**src/rtl/intdiv_sd2_divider_if.sv**
```systemverilog
// Handshake and data bundle for the signed SD2 divider.
interface intdiv_sd2_divider_if #(
  parameter int N = 4
);
  logic         in_valid;
  logic [N-1:0] x;
  logic [N-1:0] y;
  logic         out_valid;
  logic [N-1:0] z;
  logic [N-1:0] r;
  logic         div_by_zero;

  modport master (
    output in_valid, x, y,
    input  out_valid, z, r, div_by_zero
  );

  modport slave (
    input  in_valid, x, y,
    output out_valid, z, r, div_by_zero
  );
endinterface

```
**src/rtl/intdiv_sd2_divider.sv**
```systemverilog
// Signed N-bit divider: combinational non-restoring array on signed-digit radix-2
// partial remainders, one output register stage. Results follow Verilog "/" and "%".
module intdiv_sd2_divider #(
  parameter int N = 4
) (
  input  logic                clk,
  input  logic                rst_n,
  intdiv_sd2_divider_if.slave bus
);
  // Partial remainders never exceed 2*|y| <= 2^N in magnitude; two extra digits
  // keep that range unambiguous when read back modulo 2^W.
  localparam int W  = N + 2;
  localparam int DW = 2 * W;

  function automatic logic signed [2:0] sd2_val(input logic [1:0] d);
    logic signed [2:0] v;
    case (d)
      2'b00:        v = 3'sb000;
      2'b01, 2'b10: v = 3'sb001;
      2'b11:        v = 3'sb111;
      default:      v = 3'sb000;
    endcase
    return v;
  endfunction

  function automatic logic [1:0] sd2_enc(input logic signed [2:0] v);
    logic [1:0] d;
    case (v)
      3'sb001: d = 2'b01;
      3'sb111: d = 2'b11;
      default: d = 2'b00;
    endcase
    return d;
  endfunction

  // Divisor bit as a digit, negated when the row subtracts.
  function automatic logic signed [2:0] sd2_neg(input logic bbit, input logic sub);
    logic signed [2:0] v;
    if (!bbit) begin
      v = 3'sb000;
    end else if (sub) begin
      v = 3'sb111;
    end else begin
      v = 3'sb001;
    end
    return v;
  endfunction

  // Carry-free SD2 addition of +/-b: each position's transfer is chosen from the
  // sign of the position below, so every output digit stays within {-1,0,+1}.
  function automatic logic [DW-1:0] sd2_add(input logic [DW-1:0] s,
                                            input logic [W-1:0]  bext,
                                            input logic          sub);
    logic signed [2:0] t;
    logic signed [2:0] c;
    logic signed [2:0] w;
    logic signed [2:0] cin;
    logic              lo_nonneg;
    logic [DW-1:0]     res;
    res       = {DW{1'b0}};
    cin       = 3'sb000;
    lo_nonneg = 1'b1;
    for (int k = 0; k < W; k++) begin
      t = sd2_val(s[2*k +: 2]) + sd2_neg(bext[k], sub);
      case (t)
        3'sb010: begin c = 3'sb001; w = 3'sb000; end
        3'sb110: begin c = 3'sb111; w = 3'sb000; end
        3'sb001: begin
          if (lo_nonneg) begin c = 3'sb001; w = 3'sb111; end
          else           begin c = 3'sb000; w = 3'sb001; end
        end
        3'sb111: begin
          if (lo_nonneg) begin c = 3'sb000; w = 3'sb111; end
          else           begin c = 3'sb111; w = 3'sb001; end
        end
        default: begin c = 3'sb000; w = 3'sb000; end
      endcase
      res[2*k +: 2] = sd2_enc(w + cin);
      cin           = c;
      lo_nonneg     = ~t[2];
    end
    return res;
  endfunction

  // Two's-complement value of a digit vector (modulo 2^W).
  function automatic logic [W-1:0] sd2_to_tc(input logic [DW-1:0] p);
    logic [W-1:0] pos;
    logic [W-1:0] neg;
    for (int k = 0; k < W; k++) begin
      pos[k] = (p[2*k +: 2] == 2'b01) || (p[2*k +: 2] == 2'b10);
      neg[k] = (p[2*k +: 2] == 2'b11);
    end
    return pos - neg;
  endfunction

  // N rows on magnitudes; returns {quotient, raw final remainder}. A row's
  // remainder sign equals the restoring remainder's sign, so quotient bits are exact.
  function automatic logic [N+W-1:0] sd2_array(input logic [N-1:0] a,
                                               input logic [N-1:0] b);
    logic [DW-1:0] p;
    logic [W-1:0]  pv;
    logic [N-1:0]  q;
    logic [W-1:0]  bext;
    bext = W'(b);
    p    = {DW{1'b0}};
    pv   = {W{1'b0}};
    q    = {N{1'b0}};
    for (int j = N - 1; j >= 0; j--) begin
      p    = sd2_add({p[DW-3:0], 1'b0, a[j]}, bext, ~pv[W-1]);
      pv   = sd2_to_tc(p);
      q[j] = ~pv[W-1];
    end
    return {q, pv};
  endfunction

  logic         sx_s;
  logic         sy_s;
  logic         dbz_s;
  logic [N-1:0] a_s;
  logic [N-1:0] b_s;
  logic [N-1:0] q_s;
  logic [W-1:0] praw_s;
  logic [N-1:0] rmag_s;
  logic [N-1:0] z_d_s;
  logic [N-1:0] r_d_s;

  logic         out_valid_r;
  logic         dbz_r;
  logic [N-1:0] z_r;
  logic [N-1:0] r_r;

  assign sx_s  = bus.x[N-1];
  assign sy_s  = bus.y[N-1];
  assign dbz_s = (bus.y == {N{1'b0}});
  // -2^(N-1) maps onto itself, which is its correct unsigned magnitude.
  assign a_s   = sx_s ? -bus.x : bus.x;
  assign b_s   = sy_s ? -bus.y : bus.y;

  assign {q_s, praw_s} = sd2_array(a_s, b_s);

  // Correction row: a negative raw remainder (including -|y|) gets |y| added back.
  assign rmag_s = N'(praw_s + (praw_s[W-1] ? W'(b_s) : {W{1'b0}}));

  // Sign restoration of quotient and remainder, with the divide-by-zero override.
  always_comb begin
    z_d_s = {N{1'b0}};
    r_d_s = {N{1'b0}};
    if (dbz_s) begin
      z_d_s = {N{1'b1}};
      r_d_s = bus.x;
    end else begin
      if (sx_s ^ sy_s) begin
        z_d_s = -q_s;
      end else begin
        z_d_s = q_s;
      end
      if (sx_s) begin
        r_d_s = -rmag_s;
      end else begin
        r_d_s = rmag_s;
      end
    end
  end

  // Output register stage; results hold while no new sample arrives.
  always_ff @(posedge clk or negedge rst_n) begin
    if (!rst_n) begin
      out_valid_r <= 1'b0;
      dbz_r       <= 1'b0;
      z_r         <= {N{1'b0}};
      r_r         <= {N{1'b0}};
    end else begin
      out_valid_r <= bus.in_valid;
      if (bus.in_valid) begin
        dbz_r <= dbz_s;
        z_r   <= z_d_s;
        r_r   <= r_d_s;
      end
    end
  end

  assign bus.out_valid   = out_valid_r;
  assign bus.div_by_zero = dbz_r;
  assign bus.z           = z_r;
  assign bus.r           = r_r;
endmodule

```
**src/flat_wrapper.sv**
```systemverilog
// flat-port wrapper written by rule: the top's interface ports become plain ports
module intdiv_sd2_divider_flat 
#(
  parameter int N = 4
)
  (clk, rst_n, bus_in_valid, bus_x, bus_y, bus_out_valid, bus_z, bus_r, bus_div_by_zero);
  intdiv_sd2_divider_if #(.N(N)) bus_i ();
  input  logic clk;
  input  logic rst_n;
  input wire logic [$bits(bus_i.in_valid)-1:0] bus_in_valid;
  input wire logic [$bits(bus_i.x)-1:0] bus_x;
  input wire logic [$bits(bus_i.y)-1:0] bus_y;
  output wire logic [$bits(bus_i.out_valid)-1:0] bus_out_valid;
  output wire logic [$bits(bus_i.z)-1:0] bus_z;
  output wire logic [$bits(bus_i.r)-1:0] bus_r;
  output wire logic [$bits(bus_i.div_by_zero)-1:0] bus_div_by_zero;
  assign bus_i.in_valid = bus_in_valid;
  assign bus_i.x = bus_x;
  assign bus_i.y = bus_y;
  assign bus_out_valid = bus_i.out_valid;
  assign bus_z = bus_i.z;
  assign bus_r = bus_i.r;
  assign bus_div_by_zero = bus_i.div_by_zero;
  intdiv_sd2_divider #(.N(N)) u_core (.clk(clk), .rst_n(rst_n), .bus(bus_i));
endmodule
```
**config.mk**
```make
export PLATFORM = sky130hd
export DESIGN_NAME = intdiv_sd2_divider_flat
export DESIGN_NICKNAME = d
export VERILOG_FILES = /design/src/rtl/intdiv_sd2_divider_if.sv /design/src/rtl/intdiv_sd2_divider.sv /design/src/flat_wrapper.sv
export SDC_FILE = /design/constraint.sdc
export NUM_CORES = 1
export LEC_CHECK = 0
export CAP_MARGIN = 10
export CORE_MARGIN = 5
export CORE_UTILIZATION = 62
export DETAILED_ROUTE_END_ITERATION = 8
export PLACE_DENSITY_LB_ADDON = 0.15
export SLEW_MARGIN = 15
export SYNTH_ARGS = -nofsm -noshare
export SYNTH_HDL_FRONTEND = slang
export SYNTH_SLANG_ARGS = --single-unit
export TNS_END_PERCENT = 1
```
**constraint.sdc**
```tcl
create_clock -name clk -period 1 [get_ports clk]
set_clock_uncertainty 0.15 [all_clocks]
set_input_delay 0.2 -clock clk [delete_from_list [all_inputs] [get_ports clk]]
set_output_delay 0.2 -clock clk [all_outputs]
set_load 0.03 [all_outputs]
```
==> flow_metrics.tcl, run 1 <==
set metrics [dict create \
    yosysTopAreaCell "fa_1" \
    portBuffers 20 \
    die_w_um 82.24 \
    ys_async_sr_fraction_pct 100.0 \
    cts_buffers 3 \
    synth_edf_count 0 \
    endpoint_type "sequential cell input" \
    grt.overflow.total 55 \
    grt_start_max_net_pins 19 \
    synth_area_leaders "fa_1 (15%), ha_1 (15%), dfrtp_1 (7.7%)" \
    cts_sinks 10 \
    flow.stopped_at "global routing" \
    netlist-cell-type-count 61 \
    ios 21 \
    tool.error "[ERROR GRT-0232] Routing congestion too high. Check the congestion heatmap in the GUI." \
    timing.grt.repair.worst_endpoint "u_core.bus.r[1]$_DFFE_PN0P_/D" \
    syn_area_per_cell_um2 8.089 \
    synthesis.area_um2 3236 \
    htreeDepth 1 \
    floorplan.initialDensity_pct 63.76 \
    yosys.area.top_type_share_pct 14.85 \
    num_rows 26 \
    clock_path_buffers 2 \
    synth-seq-cells 10 \
    ys.flop_type "dfrtp_1" \
    synth_cells 400 \
    ys_seq_area_share_pct 7.734 \
    status "aborted with a tool error" \
    gp_congestion 0.8733 \
    ctsRootBufferMaster "clkbuf_8" \
    grt_usage_pct 69.89 \
    place_ws_ns -11.42 \
    fp.dieH_um 82.24 \
    ys_warn_count 0 \
    place_hpwl_um 7866 \
]
## layer usage
metal / GRT overflow / track usage, %
met1: 0 / 69.42
met2: 30 / 88.70
met3: 0 / 49.46
met4: 25 / 76.74
met5: 0 / 2.500
## stage by stage
stage / cell area [um2] / util, % / hold slack [ns] / TNS, ns / std cells
after floorplan: 3381 / - / -0.2456 / -76.70 / 401
after global placement: 4374 / 86.19 / 0.3375 / -83.98 / 588
after detailed placement: 4374 / 86.19 / 0.3480 / -87.09 / 588
after CTS: 4773 / 94.06 / 0.1176 / -81.18 / 613
## cells in the mapped netlist, types with 4 or more instances
cell type / instances
a21boi_0: 10
a21oi_1: 23
and2_1: 11
and3b_1: 5
dfrtp_1: 10
fa_1: 24
ha_1: 38
inv_1: 39
nand2_1: 34
nand2b_1: 22
nand3_1: 6
nor2_1: 28
nor2b_1: 12
nor3_1: 4
o21a_1: 5
o21ai_0: 18
o22a_1: 5
o22ai_1: 6
or3_1: 5
xnor2_1: 16
xor2_1: 18
## logic make-up after synthesis
family | after synthesis | synth area share (%)
DFF | 10 | 7.734
adders and majority gates | 62 | 29.54
and+or+nand+nor | 149 | 25.95
xor gates and xnor gates | 35 | 9.899
muxes | 5 | 2.049
other | 1 | 0.1159
AOI/OAI and AO/OA | 92 | 18.76
buffers and inverters | 46 | 5.955
## what timing repair did
action	4_1_cts
pin swaps	55
hold buffers	0
buffers inserted	21
setup endpoints to repair	19
resized for setup	85
==> run 2: changes to the inputs <==
Settings changed: CORE_UTILIZATION 62 to 40.
==> run 2 against run 1 <==
The flow now finishes, with violations (setup timing). Synthesized cell count unchanged. Area after synthesis did not move.
==> flow_metrics.tcl, run 2 <==
set metrics [dict create \
    cpMostUsedCell "fa_2" \
    grt_pass1_vias 3435 \
    worst_setup_path_start_kind "input pin" \
    gp_congestion 0.8331 \
    ctsRootBufferMaster "clkbuf_8" \
    timing.final.crit_period_ns 11.64 \
    portBuffers 20 \
    synthesis.area_um2 3236 \
    final_area_um2 5094 \
    dpl_cell_area_um2 4534 \
    num_vias 3343 \
    syn2layout_area_growth_pct 57.42 \
    syn_area_per_cell_um2 8.089 \
    cap_viol_max_count 0 \
    ys_seq_area_share_pct 7.734 \
    synth-seq-cells 10 \
    cts_buffers 3 \
    antenna_found_initial 0 \
    status "finished, violations left" \
    coreArea_um2 7807 \
    yosys.area.top_type_share_pct 14.85 \
    ant_nets 0 \
    cpMaxStageDelayCell "fa_2" \
    r2r_start "u_core.bus.r[3]" \
    grt_pass1_wl_um 15190 \
    clk_pin_slew_ns 0.05 \
    netlist-cell-type-count 61 \
    violations "setup timing" \
    worst-path-max-fanout 4 \
    max_freq_mhz 85.94 \
    ys.flop_type "dfrtp_1" \
    synth_cells 400 \
    yosys-top-cells-count "inv_1 (39), ha_1 (38), nand2_1 (34)" \
    vias_per_cell 4.997 \
    postCtsHoldBufs 0 \
    crit_type "in2reg" \
    floorplan.initialDensity_pct 41.44 \
    yosysMostFrequentCell "inv_1" \
    fp.dieH_um 99.94 \
    grt_usage_pct 17.92 \
    drt_iter0_drc 107 \
    dieArea_um2 9988 \
    place_hpwl_um 7269 \
    fin_crit_sh_pct 1164 \
    htreeDepth 1 \
    dr.pass1.iters 4 \
    grt_start_max_net_pins 19 \
    max_stage_delay_ns 0.60 \
    ios 21 \
    drive_gt1_share_pct 44.97 \
    setup_viol 19 \
    synth_area_leaders "fa_1 (15%), ha_1 (15%), dfrtp_1 (7.7%)" \
    nNetsFinal 641 \
    hold_class "in2async" \
    antenna_cells 0 \
    cp.required_ns 0.97 \
    layout_common_cells "buf_4 (141), nand2_1 (31), inv_1 (30), ha_1 (24), nor2_1 (23)" \
    synth_edf_count 0 \
    clk_latency_ns 0.24 \
    ys_async_sr_fraction_pct 100.0 \
    drc 0 \
    yosysTopAreaCell "fa_1" \
    num_rows 32 \
    hold_violations 0 \
    layout_commonest_cell "buf_4" \
    setup_ws_ns -10.64 \
    rsz0062_at_grt "true" \
    grt.overflow.total 0 \
    die_w_um 99.94 \
    cp_data_arrival_time_ns 11.61 \
    maxSlewViolCount 0 \
    crit_start "bus_y[0]" \
    clock_path_buffers 2 \
    ys_warn_count 0 \
    wl_um 9191 \
    cts_tree "yes" \
    routedWlPerCell_um 13.74 \
    cts_sinks 10 \
    worstSetupEndpointType "flop" \
]
[run 2: timing repair]
item | 4_1_cts | 5_1_grt
buffers inserted | 16 | 13
endpoints found under the setup margin | 19 | 19
pin swaps | 45 | 48
gates resized for setup | 62 | 47
[run 2: layout make-up]
cell class	instances	area, um2
Timing Repair Buffer	168	1346
Fill cell	685	2714
Multi-Input combinational cell	345	3156
Inverter	40	158.9
Sequential cell	10	250.2
Tap cell	102	127.6
Clock buffer	4	55.05
[run 2: final timing paths]
kind / to / slack [ns] / cells after the start
max: u_core.bus.r[1] / -10.64 / 56
min: u_core.bus.out_valid / 0.11 / 2
max reg2reg: u_core.bus.r[3] / -0.01 / 3
min reg2reg: u_core.bus.z[0] / 0.37 / 1
max in group asynchronous: u_core.bus.z[0] / 0.45 / 2
min in group clk: u_core.bus.r[1] / 0.18 / 4
[run 2: logic make-up after synthesis]
kind of cell / Yosys count / share of synthesized area [%]
compound gates: 92 / 18.76
xor+xnor: 35 / 9.899
simple gates: 149 / 25.95
other cells: 1 / 0.1159
fa+ha+maj: 62 / 29.54
flops: 10 / 7.734
buf+inv: 46 / 5.955
mux: 5 / 2.049
[run 2: routing by layer]
metal	GRT usage, %	share of wire (%)
met3	1.181	1.4
met2	33.20	53
met4	2.626	0.34
met5	0	0
met1	23.19	45
[run 2: through the flow]
stage	hold WS (ns)	instances	setup TNS, ns	setup slack (ns)	utilization, %
3_5_place_dp	0.3388	636	-85.97	-11.19	58.08
2_1_floorplan	-0.2456	401	-76.70	-10.16	-
3_3_place_gp	0.3395	636	-84.36	-10.99	58.08
4_1_cts	0.09939	656	-81.94	-10.59	61.63
5_1_grt	0.1231	669	-86.43	-11.10	65.24
6_report	0.1078	669	-82.60	-10.64	65.24
[run 2: worst max-delay path, delay by kind of cell]
kind / cells / cell delay, ns
compound gates: 12 / 1.63
xor+xnor: 2 / 0.29
fa+ha+maj: 15 / 5.20
buf+inv: 8 / 0.78
mux: 3 / 0.68
simple gates: 16 / 2.82
Power of run 2 is left out: the tool's default activity adds up to more than one toggle a clock period on the data nets, which glitch-free logic cannot reach.
==> edit (settings of run 2) <==
`N` is set to 4 in 3 places; all go to 8.
--- a/src/rtl/intdiv_sd2_divider_if.sv
+++ b/src/rtl/intdiv_sd2_divider_if.sv
@@ -2,3 +2,3 @@
 interface intdiv_sd2_divider_if #(
-  parameter int N = 4
+  parameter int N = 8
 );
--- a/src/rtl/intdiv_sd2_divider.sv
+++ b/src/rtl/intdiv_sd2_divider.sv
@@ -3,3 +3,3 @@
 module intdiv_sd2_divider #(
-  parameter int N = 4
+  parameter int N = 8
 ) (
--- a/src/flat_wrapper.sv
+++ b/src/flat_wrapper.sv
@@ -3,3 +3,3 @@
 #(
-  parameter int N = 4
+  parameter int N = 8
 )
Interface: changed (resized bus_r, bus_x, bus_y and bus_z); port bits go from 21 to 37. The function was not compared with the original's and may differ.
==> edit against run 2 <==
The run still ends with setup timing left; sequential cell count grew 8; design area rose to 3.4 times the old value; routed wire length rose to 3.6 times the old value; setup slack worse by 14000 ps; utilization decreased by 8.9 points; synthesized area rose to 3.8 times the old value; critical path type unchanged; largest cell class unchanged; non-clock buffer count rose by 296; die area rose to 3.4 times the old value.
Power is not shown: default switching activity piles up to over one toggle a cycle in this logic, so the estimate is an artifact.
==> edit: results (changes against run 2) <==
\begin{tabular}{lr}
\hline
Metric & Value \\
\hline
\multicolumn{2}{l}{\textbf{Placed design}} \\
Dpl cells & 2400 (+280\%) \\
Post-place setup slack & -25680 ps (-14490 ps) \\
Gp weighted congestion & 0.811 (-2.7\%) \\
Area post-placement & 0.0166 sq mm (+270\%) \\
\multicolumn{2}{l}{\textbf{Critical path}} \\
Worst setup path start & bus\_x[2] \\
Arrival time of data at the critical path endpoint & 25800 ps (+14190 ps) \\
Worst Path Max Fanout & 7 (+3) \\
Endpoint of the most critical register-to-register path & u\_core.bus.r[5] \\
FF-to-FF setup slack & 70 ps (+80 ps) \\
Crit Reg-Reg Startpoint & u\_core.bus.r[5] \\
R2R cell count & 1 (-2) \\
\multicolumn{2}{l}{\textbf{Yosys}} \\
List of most frequent post-synthesis cells & nand2b\_1 (159), inv\_1 (156), nor2\_1 (141) \\
Area share of fa/ha/maj cells after synthesis & 33.5\% (+3.9 points) \\
Cells after Synth & 1572 (+290\%) \\
Xor and xnor fraction of the mapped netlist area & 9.40\% (-0.50 points) \\
Cell types with the largest area share after synthesis & fa\_1 (19\%), ha\_1 (14\%), nand2b\_1 (8.1\%) \\
Share of cell area taken by muxes after synthesis & 1.29\% (-0.76 points) \\
Library cells used by synthesis & 83 (+36\%) \\
Compound-Gate Fraction of Synth Area & 18.3\% (-0.47 points) \\
\multicolumn{2}{l}{\textbf{Global routing}} \\
Global-route wire length before repair & 56300 um (+270\%) \\
Vias in the first global route & 12400 (+260\%) \\
Maximum number of pins on one net before global-route repair & 34 (+15) \\
Gr usage total & 19.3\% (+1.4 points) \\
\multicolumn{2}{l}{\textbf{Outcome}} \\
Run status & finished with violations \\
Violated checks & setup timing \\
\multicolumn{2}{l}{\textbf{STA}} \\
Setup Viol. Count Final & 35 (+16) \\
Minimum hold slack & 133 ps (+24.9 ps) \\
Smallest setup slack after layout & -24840 ps (-14200 ps) \\
Sum of negative setup slack & -386580 ps (-303980 ps) \\
\multicolumn{2}{l}{\textbf{Detailed routing}} \\
Post-detailed-route via-to-cell ratio & 4.98 (-0.27\%) \\
Routed wire per std cell & 13.7 um (-0.57\%) \\
\multicolumn{2}{l}{\textbf{Final layout}} \\
Final net count & 2295 (+260\%) \\
\hline
\end{tabular}
-- edit: changes by cell type after synthesis, sizes merged, moves of 24 or more --
cell,change
nor2,+113
fa,+94
nand2,+91
inv,+120
o22ai,+29
and2,+41
nand2b,+137
ha,+102
a21boi,+50
xor2,+67
o21ai,+31
a21oi,+36
xnor2,+24
-- edit: worst max-delay path, delay by kind of cell --
family	cells	cell delay, ps
buffers and inverters	11	1590
xor gates and xnor gates	15	2630
adders and majority gates	30	10560
and+or+nand+nor	26	3650
muxes	3	600
AOI/OAI and AO/OA	38	6520
-- edit: layer usage --
metal / GRT usage, % / up-vias / wire, um / share of wire, %
li1: - / 6220 / - / -
met1: 25.3 / 5686 / 15100 / 46
met5: 0 / - / 0 / 0
met4: 2.38 / 0 / 411 / 1.2
met2: 36.2 / 91 / 16900 / 51
met3: 0.805 / 28 / 517 / 1.6
-- edit: cells by family (layout without fill, tap and decap cells) --
family / after synthesis / count (layout)
simple gates: 638 / 638
compound gates: 325 / 325
fa+ha+maj: 258 / 258
buf+inv: 190 / 628
xor+xnor: 126 / 126
flops: 18 / 18
mux: 15 / 15
other cells: 2 / 9
-- edit: area by class of cell --
type	count	area, sq um
repair buffers	464	3630
clock buffers	4	88.8
fillers	2893	13300
inverters	160	601
flip-flops and latches	18	453
multi-input cells	1371	11900
well taps	396	495
-- edit: repair_timing --
| action | 4_1_cts | 5_1_grt |
|---|---|---|
| endpoints found under the setup margin | 35 | 35 |
| gates resized for setup | 56 | 44 |
| setup buffers | 9 | 0 |
| pin swaps | 48 | 33 |
| hold buffers | 0 | 0 |
